### src/rtl/bit_serial_adder.sv
// Bit-serial N-bit adder: one full-adder cell processes the operands LSB first,
// one bit per clock, with a start/busy/done handshake toward the operand source.

module full_adder (
  input  logic a,
  input  logic b,
  input  logic ci,
  output logic s,
  output logic co
);
  assign s  = a ^ b ^ ci;
  assign co = (a & b) | (ci & (a ^ b));
endmodule

module bit_serial_adder #(
  parameter int N = 8
) (
  input  logic         clk,
  input  logic         rst_n,
  input  logic         start,
  input  logic [N-1:0] a,
  input  logic [N-1:0] b,
  input  logic         cin,
  output logic         busy,
  output logic         done,
  output logic [N-1:0] sum,
  output logic         cout,
  output logic [1:0]   dbg_state
);
  // Handshake: start is accepted on a rising edge when the adder is not in RUN
  // (IDLE or FIN); done is high for exactly the one cycle spent in FIN, and
  // sum/cout are valid from that cycle until the next completion.
  localparam int CW = $clog2(N) + 1;

  typedef enum logic [1:0] {
    IDLE = 2'd0,
    RUN  = 2'd1,
    FIN  = 2'd2
  } state_t;

  state_t         state, state_nxt;
  logic [N-1:0]   sa, sb, res, res_nxt;
  logic           carry, fa_s, fa_co;
  logic [CW-1:0]  cnt;
  logic           last, load;

  full_adder u_fa (
    .a  (sa[0]),
    .b  (sb[0]),
    .ci (carry),
    .s  (fa_s),
    .co (fa_co)
  );

  // Sum bits enter at the MSB so the first (LSB) bit lands at position 0 after N shifts.
  generate
    if (N == 1) begin : g_res1
      assign res_nxt = fa_s;
    end else begin : g_resn
      assign res_nxt = {fa_s, res[N-1:1]};
    end
  endgenerate

  assign last = (cnt == CW'(N - 1));
  assign load = start && (state != RUN);

  always_ff @(posedge clk or negedge rst_n) begin
    if (!rst_n) state <= IDLE;
    else        state <= state_nxt;
  end

  always_comb begin
    state_nxt = state;
    case (state)
      IDLE:    if (start) state_nxt = RUN;
      RUN:     if (last)  state_nxt = FIN;
      FIN:     state_nxt = start ? RUN : IDLE;
      default: state_nxt = IDLE;
    endcase
  end

  always_ff @(posedge clk or negedge rst_n) begin
    if (!rst_n) begin
      sa    <= '0;
      sb    <= '0;
      res   <= '0;
      carry <= 1'b0;
      cnt   <= '0;
      sum   <= '0;
      cout  <= 1'b0;
    end else if (load) begin
      sa    <= a;
      sb    <= b;
      carry <= cin;
      cnt   <= '0;
    end else if (state == RUN) begin
      sa    <= sa >> 1;
      sb    <= sb >> 1;
      carry <= fa_co;
      res   <= res_nxt;
      cnt   <= cnt + CW'(1);
      if (last) begin
        sum  <= res_nxt;
        cout <= fa_co;
      end
    end
  end

  assign busy      = (state == RUN);
  assign done      = (state == FIN);
  assign dbg_state = state;
endmodule

### config.mk
export PLATFORM = sky130hd
export DESIGN_NAME = bit_serial_adder
export DESIGN_NICKNAME = d
export VERILOG_FILES = /design/src/rtl/bit_serial_adder.sv
export SDC_FILE = /design/constraint.sdc
export NUM_CORES = 1
export LEC_CHECK = 0
export ABC_AREA = 1
export BUFFER_PORTS_ARGS = -buffer_cell sky130_fd_sc_hd__buf_2
export CORE_ASPECT_RATIO = 1.1
export CORE_MARGIN = 3
export CORE_UTILIZATION = 40
export CTS_CLUSTER_DIAMETER = 30
export CTS_CLUSTER_SIZE = 10
export DETAILED_ROUTE_END_ITERATION = 16
export GPL_ROUTABILITY_DRIVEN = 1
export GPL_TIMING_DRIVEN = 1
export HOLD_SLACK_MARGIN = 0.06
export SYNTH_ARGS = -nofsm -noshare
export SYNTH_HDL_FRONTEND = slang
export SYNTH_HIERARCHICAL = 1
export SYNTH_SLANG_ARGS = --single-unit
### constraint.sdc
create_clock -name clk -period 1.6 [get_ports clk]
set_input_delay 0.32 -clock clk [delete_from_list [all_inputs] [get_ports clk]]
set_output_delay 0.32 -clock clk [all_outputs]
set_load 0.02 [all_outputs]
# After elaboration in Yosys (flattened, before gate mapping)
# Index checks and enable logic that the tools add are counted.
# Widths: inputs -> output; s select.
[totals]
output_inout_bits = 13
ff_bits = 40
word_cells = 39
inputBits = 20
[op_classes]
mux = 12
add_sub_neg = 1
reduce_logical = 6
n_eq_ne = 6
bitwise_logic = 6
[op_table]
columns = ["op", "n"]
rows = [
  ["$mux 8", 4],
  ["$mux 4", 2],
  ["$pmux 2 s3", 1],
  ["$add 4x1->4 const B", 1],
  ["$eq 4x3->1 const B", 1],
  ["$mux 2", 2],
  ["$ne 2x1->1 const B", 2],
  ["$reduce_and 2->1", 2],
  ["$mux 1", 3],
  ["$reduce_and 3->1", 1],
  ["$and 1x1->1", 2],
  ["$eq 2x1->1 const B", 1],
  ["$eq 2x2->1 const B", 1],
  ["$logic_not 2->1", 1],
  ["$ne 2x2->1 const B", 1],
  ["$reduce_bool 2->1", 1],
  ["$xor 1x1->1", 2],
  ["$logic_and 1x1->1", 1],
  ["$not 1->1", 1],
  ["$or 1x1->1", 1],
]

# Longest topological paths before layout
# Gate-level depths: netlist of run 1.
[logic_depth]
depth_word = 5
ltp_mapped = 7
ltp_nobuf = 7

# Cells and area by module
# Netlist of run 1, hierarchy kept.
[by_module_without_submodules]
columns = ["module", "instances", "area_per_inst_um2", "cells_each"]
rows = [
  ["bit_serial_adder", 1, 1675.4, 184],
  ["full_adder", 1, 20.0, 1],
]

# Worst setup path before layout of run 1
# No wires, ideal clock.
[synth_path]
path_type = "register to output"
startpoint = "register state[0] (netlist: dbg_state[0])"
endpoint = "output busy"
setup_slack_ns = 0.291
required_ns = 1.280
n_path_buf = 2
path_stages_with_launch = 5
t_arrival_ns = 0.989
path_cell_list = "dfrtp_1 inv_2 nor2_4 buf_6 buf_4"
[synth_via]
elab_chain_cells = 1
[synth_lines]
columns = ["item", "line", "source"]
rows = [
  ["start, declared", "41", "state_t state, state_nxt;"],
  ["start signal, assigned", "69", "else state <= state_nxt;"],
  ["$eq 2x1->1", "109", "assign busy = (state == RUN);"],
  ["end, declared", "24", "output logic busy,"],
]
# No other way between the ends.

# Worst setup path in the final report of run 1
# Same ends and word-level chain as after synthesis.

==> metrics.yaml, run 1 <==
cts:
  cts_hold_buf: 0
  cts-root-buf: "clkbuf_8"
  numCtsBuffers: 5
  clk_pin_slew_ns: 0.07
  cts_htree_levels: 2
  cts-resized-gates: 0
  cts.sinks: 39
  worstSkewPairLatency_ns: 0.30
  clockBufferDepth: 2
  cts_tree: "done"
routing:
  first_iter_violations: 82
  drt_pass1_iterations: 4
  wire_per_inst_um: 12.0
  ant_nets: 0
  routed_wl_um: 3320
  vias: 1331
  via_per_inst: 4.81
  drcViolationCount: 0
timing:
  max_freq_mhz: 672
  rsz0062_at_grt: "false"
  finalCritPeriodShare: 0.930
  min_period_ns: 1.49
  tns_ns: 0
  tightest_slew_ns: 0.487
  finalSetupViolCount: 0
  drv_slew: 0
  max-slew-margin-rel: 0.675
  finalHoldViolCount: 0
  holdWs_ns: 0.0684
  fin_skew_ns: 0.00723
logic_synthesis:
  yosys.cell_types.count: 17
  synth_edf_count: 0
  synth_area_leaders: "dfrtp_1 (58%), nand2_1 (15%), nand3_1 (9.2%), o21ai_2 (3.6%), o21ai_0 (3.0%)"
  syn_area_per_cell_um2: 9.16
  ys_seq_area_frac: 0.576
  yosysTopAreaCell: "dfrtp_1"
  synth_nets: 207
  yosys.area.top_type_share: 0.576
  synth_ff_type: "dfrtp_1"
  syn_area_um2: 1700
  synth_common_cells: "nand2_1 (67), dfrtp_1 (39), nand3_1 (31)"
  synth_most_common_cell: "nand2_1"
  ys_warn_count: 6
  ys_async_sr_fraction: 1.00
  synth-seq-cells: 39
  syn_inst: 185
critical_path:
  crit_path_max_fanout: 7
  crit_type: "reg2out"
  arrival_ns: 1.17
  crit_path_end_kind: "output port"
  cp_data_required_time_ns: 1.28
  startpoint_type: "flop"
floorplanning:
  initial_core_util: 0.421
  die_x_um: 68.1
  io_pins: 33
  core_area_um2: 4020
  die_area_um2: 5060
  fp.dieH_um: 74.3
  rows: 24
placement:
  hpwl_um: 2310
  place_congestion: 0.709
  numPortBuffers: 32
layout:
  fin_nets: 246
  drive_gt1_frac: 0.258
  final_util: 0.498
  antenna_cells: 0
  area_growth_syn_to_layout_pct: 18.2
power_and_ir_drop:
  irDropWorstVdd_v: 0.000787
  p_comb_frac: 0.396
  p_leak_nw: 1.05
  switchingPower_mw: 1.54
  p_clk_frac: 0.169
  intPower_mw: 2.29
  p_sw_frac: 0.402
  seq_power_share: 0.434
  powerDensity_nw_per_um2: 1910
global_route:
  grt_antenna_before_repair: 0
  grt_overflow: 0
  grt_usage: 0.158
  grt_first_pass_wirelength_um: 5830
  grt_pass1_vias: 1299
  grt_max_degree: 40
run:
  cap_violations: 0
worst_hold_path:
  worst_hold_path_type: "in2async"
status:
  status: "finished, final reports clean"
area by class of cell:
class,count,area (um2)
timing repair buffer,40,220
clock inverter,2,12.5
fill,413,2020
clock buffer,6,72.6
sequential,39,976
tap,52,65.1
multi-input combinational,125,609
inverter,13,48.8
power groups by stage:
stage | sequential, mW | clock, mW | combinational (mW)
after floorplan | 1.79 | 0 | 0.950
after global placement | 1.68 | 0 | 1.46
after detailed placement | 1.68 | 0 | 1.48
after CTS | 1.67 | 0.673 | 1.49
after global routing | 1.72 | 0.723 | 1.75
final | 1.66 | 0.649 | 1.52
routing by layer:
metal	wire, um	GRT usage
met5	0	0
met4	80	0.0927
met3	204	0.0468
met2	1550	0.245
met1	1480	0.194
cell usage in the layout (no fill, tap or decap):
master      count
nand2_1        67
dfrtp_1        39
buf_2          32
nand3_1        31
inv_1          12
o21ai_0        10
buf_4           8
o21ai_2         7
clkbuf_8        5
nor2_1          4
inv_2           1
nor2_4          1
nand2_2         1
nor2_8          1
o22ai_1         1
ha_1            1
clkinvlp_4      1
clkinv_2        1
clkbuf_1        1
fa_1            1
kinds of logic after synthesis:
logic type               Yosys count  share of synthesized area
AO/OA/AOI/OAI                     18                     0.0694
AND/OR/NAND/NOR                  105                      0.271
flip-flops                        39                      0.576
buffers and inverters             21                     0.0649
adder cells (fa/ha/maj)            2                     0.0192
through the flow:
step / total power, mW / worst slack [ns] / cells / area (um2)
after floorplan: 2.74 / 0.291 / 185 / 1700
after global placement: 3.13 / 0.212 / 266 / 1900
after detailed placement: 3.17 / 0.177 / 266 / 1900
after CTS: 3.83 / 0.0616 / 274 / 1980
after global routing: 4.19 / 0.0142 / 277 / 2000
final: 3.83 / 0.112 / 277 / 2000
registers in the layout, indices dropped and copies added (netlist names):
name	count
cnt	4
sb	8
res	7
dbg_state	2
carry	1
sum	8
sa	8
cout	1
worst max-delay path, stage by stage (launching register included):
cell and delay, ns:
dfrtp_1 0.43, inv_2 0.06, nor2_4 0.18, buf_2 0.20
timing repair:
action | CTS | global route
endpoints found under the hold margin | 0 | 0
endpoints found under the setup margin | 0 | 1
setup buffers | 0 | 3
final timing paths:
kind | end | startpoint | cells past startpoint | slack (ns)
hold reg to reg | sum[7] | sum[7] | 2 | 0.48
max in group asynchronous | cnt[2] | rst_n | 2 | 1.18
min in group clk | sb[7] | b[7] | 3 | 0.21
setup / recovery | busy | dbg_state[0] | 3 | 0.11
hold / removal | res[1] | rst_n | 2 | 0.07
setup reg to reg | cout | cnt[0] | 7 | 0.19
Power figures use the tool's default switching activity.
==> inputs of run 2 (changes only) <==
--- a/config.mk
+++ b/config.mk
@@ -10,6 +10,7 @@
 export CORE_ASPECT_RATIO = 1.1
 export CORE_MARGIN = 3
 export CORE_UTILIZATION = 40
+export CTS_BUF_LIST = sky130_fd_sc_hd__clkbuf_2
 export CTS_CLUSTER_DIAMETER = 30
 export CTS_CLUSTER_SIZE = 10
 export DETAILED_ROUTE_END_ITERATION = 16
==> run 2 against run 1 <==
Net effect:
- hold slack better by 0.036 ns
- critical path depth stayed put
- clock skew grew 0.016 ns
- wire length grew 0.84%
- setup slack worse by 0.0027 ns
- largest power group unchanged
- first-iteration DRC count is 11% lower
- fmax down 0.18%
- non-clock buffer count increased by 4
- highest routed layer unchanged
==> metrics.yaml, run 2 (synthesis results as in run 1) <==
run:
  cap_violations: 0  # unchanged
cts:
  clockBufferDepth: 2  # unchanged
  cts.sinks: 39  # unchanged
  cts_tree: "done"
  numCtsBuffers: 5  # unchanged
  cts_htree_levels: 2  # unchanged
  worstSkewPairLatency_ns: 0.40  # +0.10 ns
  cts-root-buf: "clkbuf_2"
  clk_pin_slew_ns: 0.21  # +0.14 ns
global_route:
  grt_usage: 0.159  # +0.00126
  grt_first_pass_wirelength_um: 5850  # +0.36%
  met1_usage: 0.198  # +0.00391
  grt_pass1_vias: 1297  # -0.15%
  grt-busiest-layer: "met2"
  grt_use_met2: 0.242  # -0.00321
  use_met3: 0.0650  # +0.0181
  grt_max_degree: 40  # unchanged
  grt_overflow: 0  # unchanged
  grt_antenna_before_repair: 0  # unchanged
floorplanning:
  initial_core_util: 0.421  # unchanged
  core_area_um2: 4020  # unchanged
  die_area_um2: 5060  # unchanged
  rows: 24  # unchanged
  die_x_um: 68.1  # unchanged
  fp.dieH_um: 74.3  # unchanged
  io_pins: 33  # unchanged
layout:
  layout_commonest_cell: "nand2_1"
  drive_gt1_frac: 0.266  # +0.00860
  largestRegisters: "sa (8), sb (8), sum (8)"
  final_util: 0.502  # +0.00435
  stdcell_area_um2: 2020  # +0.87%
  final_cell_mix: "nand2_1 (67), dfrtp_1 (39), nand3_1 (31)"
  area_growth_syn_to_layout_pct: 19.3
  fin_nets: 250  # +1.6%
  antenna_cells: 0  # unchanged
routing:
  vias: 1356  # +1.9%
  first_iter_violations: 73  # -11%
  drt_pass1_iterations: 4  # unchanged
  drcViolationCount: 0  # unchanged
  wire_per_inst_um: 11.9  # -0.59%
  routed_wl_um: 3350  # +0.84%
  via_per_inst: 4.83  # +0.43%
  ant_nets: 0  # unchanged
timing:
  finalHoldViolCount: 0  # unchanged
  drv_slew: 0  # unchanged
  max_freq_mhz: 671  # -0.18%
  fin_skew_ns: 0.0236  # +0.0164 ns
  rsz0062_at_grt: "true"
  finalCritPeriodShare: 0.932  # +0.00166
  min_period_ns: 1.49  # +0.00266 ns
  tightest_slew_ns: 0.498  # +0.0106 ns
  worst_slack_ns: 0.110  # -0.00266 ns
  holdWs_ns: 0.105  # +0.0363 ns
  max-slew-margin-rel: 0.668  # -0.00706
  finalSetupViolCount: 0  # unchanged
placement:
  place_area_um2: 1900  # unchanged
  place_congestion: 0.709  # unchanged
  numPortBuffers: 32  # unchanged
  hpwl_um: 2310  # unchanged
  place_ws_ns: 0.177  # unchanged
power_and_ir_drop:
  powerDensity_nw_per_um2: 1800  # -5.6%
  p_leak_nw: 1.06  # +0.76%
  irDropWorstVdd_v: 0.000737  # -6.4%
worst_hold_path:
  worst_hold_path_type: "in2reg"
critical_path:
  cp_data_required_time_ns: 1.28  # about the same
  arrival_ns: 1.17  # about the same
  crit_path_end_kind: "output port"
  startpoint_type: "flop"
  crit_type: "reg2out"
  crit_path_max_fanout: 4  # -3
status:
  status: "finished, final reports clean"
## run 2: changes by cell type in the layout (fill, tap and decap cells not counted), sizes merged
cell,delta
dlygate4sd3,+4
## run 2: layout make-up
class | count | area [um2]
Clock inverter | 2 | 12.5
Inverter | 13 | 48.8
Fill cell | 411 | 2000
Tap cell | 52 | 65.1
Timing Repair Buffer | 44 | 273
Clock buffer | 6 | 30.0
Multi-Input combinational cell | 125 | 617
Sequential cell | 39 | 976
## run 2: routing by layer
metal  share of wire  vias up
met1            0.45      640
met4           0.016        0
li1                -      681
met3           0.059        5
met5               0        -
met2            0.48       30
## run 2: path summary, 6_finish.rpt
check	slack, ns	to	cells past startpoint	start
min reg2reg	0.50	sb[6]	2	sb[6]
max	0.11	done	3	dbg_state[0]
max reg2reg	0.13	cnt[0]	8	dbg_state[0]
max in group asynchronous	0.77	sb[5]	3	rst_n
min	0.10	sa[6]	3	a[6]
min in group asynchronous	0.47	cnt[3]	3	rst_n
## run 2: metrics by stage
stage	cells	power [mW]	setup TNS, ns
finish	281	3.65	0
global route	281	4.02	-0.0449
CTS	277	3.65	0
detailed placement	266	3.17	0
global placement	266	3.13	0
floorplan	185	2.74	0
## run 2: timing repair
action	in CTS	in global routing
setup endpoints to repair	1	1
gates resized for setup	0	7
buffers inserted	2	1
cloned	0	0
pin swaps	1	0
hold buffers	1	3
hold endpoints to repair	39	3
## run 2: power breakdown
| part | internal [mW] | switching, mW | total, mW |
|---|---|---|---|
| logic | 0.595 | 0.965 | 1.56 |
| clock network | 0.111 | 0.328 | 0.439 |
| registers | 1.41 | 0.241 | 1.65 |
## run 2: worst max-delay path, cell delays in order, from the launching register on
cell     delay [ns]
dfrtp_1        0.41
buf_4          0.15
nor2_4         0.10
buf_6          0.12
==> inputs of run 3 (changes only) <==
--- a/config.mk
+++ b/config.mk
@@ -9,7 +9,7 @@
 export BUFFER_PORTS_ARGS = -buffer_cell sky130_fd_sc_hd__buf_2
 export CORE_ASPECT_RATIO = 1.1
 export CORE_MARGIN = 3
-export CORE_UTILIZATION = 40
+export CORE_UTILIZATION = 56
 export CTS_BUF_LIST = sky130_fd_sc_hd__clkbuf_2
 export CTS_CLUSTER_DIAMETER = 30
 export CTS_CLUSTER_SIZE = 10
@@ -17,6 +17,7 @@
 export GPL_ROUTABILITY_DRIVEN = 1
 export GPL_TIMING_DRIVEN = 1
 export HOLD_SLACK_MARGIN = 0.06
+export PLACE_DENSITY = 0.81
 export SYNTH_ARGS = -nofsm -noshare
 export SYNTH_HDL_FRONTEND = slang
 export SYNTH_HIERARCHICAL = 1
==> constraint.sdc (replaced) <==
create_clock -name clk -period 1.6 [get_ports clk]
set_input_delay 0.16 -clock clk [delete_from_list [all_inputs] [get_ports clk]]
set_output_delay 0.16 -clock clk [all_outputs]
set_load 0.02 [all_outputs]
==> run 3 against run 2 <==
Net effect:
- combinational power barely moved
- via count increased by 3.4%
- fmax grew 3.4%
- clock power is 27% higher
- non-clock buffer count is 13 higher
- critical path depth is the same
- sequential cell count is the same
==> metrics.yaml, run 3 (synthesis results as in run 1) <==
status:
  status: "finished, final reports clean"
layout:
  area_growth_syn_to_layout_pct: 25.8
  layout_commonest_cell: "nand2_1"
  final_util: 0.754  # +0.251
  antenna_cells: 0  # unchanged
  stdcell_area_um2: 2130  # +5.4%
  fin_nets: 263  # +5.2%
  final_cell_mix: "nand2_1 (67), dfrtp_1 (39), buf_2 (32)"
  drive_gt1_frac: 0.236  # -0.0308
  largestRegisters: "sa (8), sb (8), sum (8)"
  stdcell_count: 275  # -2.1%
worst_hold_path:
  worst_hold_path_type: "in2reg"
cts:
  cts-root-buf: "clkbuf_2"
  worstSkewPairLatency_ns: 0.38  # -0.02 ns
  cts-resized-gates: 0  # unchanged
  cts_tree: "done"
  clockBufferDepth: 2  # unchanged
  cts.sinks: 39  # unchanged
  clk_pin_slew_ns: 0.17  # -0.04 ns
  cts_htree_levels: 2  # unchanged
  numCtsBuffers: 5  # unchanged
placement:
  place_congestion: 0.729  # +2.9%
  numPortBuffers: 32  # unchanged
  dp.cells: 247  # -7.1%
  place_ws_ns: 0.181  # +0.00475 ns
  hpwl_um: 2310  # about the same
  place_area_um2: 1870  # -1.3%
timing:
  holdWs_ns: 0.204  # +0.0990 ns
  fin_skew_ns: 0.0214  # -0.00221 ns
  worst_slack_ns: 0.158  # +0.0486 ns
  tns_ns: 0  # unchanged
  drv_slew: 0  # unchanged
  min_period_ns: 1.44  # -0.0486 ns
  finalSetupViolCount: 0  # unchanged
  finalCritPeriodShare: 0.901  # -0.0304
  max_freq_mhz: 694  # +3.4%
  tightest_slew_ns: 0.484  # -0.0141 ns
  finalHoldViolCount: 0  # unchanged
  rsz0062_at_grt: "false"
  max-slew-margin-rel: 0.677  # +0.00941
floorplanning:
  fp.dieH_um: 63.7  # -14%
  io_pins: 33  # unchanged
  rows: 20  # -17%
  die_area_um2: 3720  # -26%
  die_x_um: 58.5  # -14%
  initial_core_util: 0.600  # +0.178
  core_area_um2: 2830  # -30%
power_and_ir_drop:
  p_leak_nw: 1.12  # +5.8%
  powerDensity_nw_per_um2: 1770  # -1.9%
  power_mw: 3.77  # +3.5%
  irDropWorstVdd_v: 0.00117  # +58%
global_route:
  grt_max_degree: 40  # unchanged
  grt_first_pass_wirelength_um: 6170  # +5.4%
  grt_usage: 0.217  # +0.0575
  grt_overflow: 0  # unchanged
  grt_pass1_vias: 1395  # +7.6%
  grt_antenna_before_repair: 0  # unchanged
critical_path:
  cp_data_required_time_ns: 1.44  # +0.16 ns
  crit_type: "reg2out"
  crit_path_end_kind: "output port"
  crit_path_max_fanout: 10  # +6
  arrival_ns: 1.28  # +0.11 ns
  startpoint_type: "flop"
routing:
  routed_wl_um: 3450  # +3.0%
  first_iter_violations: 52  # -29%
  drt_pass1_iterations: 4  # unchanged
  drcViolationCount: 0  # unchanged
  vias: 1402  # +3.4%
  via_per_inst: 5.10  # +5.6%
  wire_per_inst_um: 12.5  # +5.2%
  ant_nets: 0  # unchanged
run:
  cap_violations: 0  # unchanged
[run 3: cell type report]
type	count	area [um2]
Multi-Input combinational cell	125	609
Sequential cell	39	976
Timing Repair Buffer	57	393
Clock inverter	3	38.8
Inverter	13	48.8
Tap cell	33	41.3
Clock buffer	5	25.0
Fill cell	214	696
[run 3: power by group]
part / internal [mW] / switching [mW] / leakage, nW
registers: 1.41 / 0.251 / 0.495
clock network: 0.257 / 0.300 / 0.0404
logic: 0.586 / 0.970 / 0.586
[run 3: worst paths after layout]
path	depth (start not counted)	slack, ns	start	end
max	3	0.16	dbg_state[1]	busy
min	3	0.20	start	sb[6]
max reg2reg	7	0.16	cnt[0]	sum[0]
min reg2reg	2	0.48	res[1]	sum[0]
max in group asynchronous	3	0.92	rst_n	dbg_state[0]
min in group asynchronous	3	0.33	rst_n	res[7]
[run 3: critical path, cell delays in order (launching register included)]
cell,delay (ns)
dfrtp_1,0.46
nor2_4,0.11
buf_4,0.17
buf_2,0.18
[run 3: what timing repair did]
item	CTS	global route
endpoints found under the setup margin	1	0
hold buffers	18	0
setup buffers	2	0
hold endpoints to repair	56	0
[run 3: per-layer routing]
metal  GRT usage  up-vias  share of wire
met3      0.0594        6          0.050
met2       0.348       42           0.52
met4      0.0870        0          0.013
li1            -      704              -
met1       0.273      650           0.42
met5           0        -              0
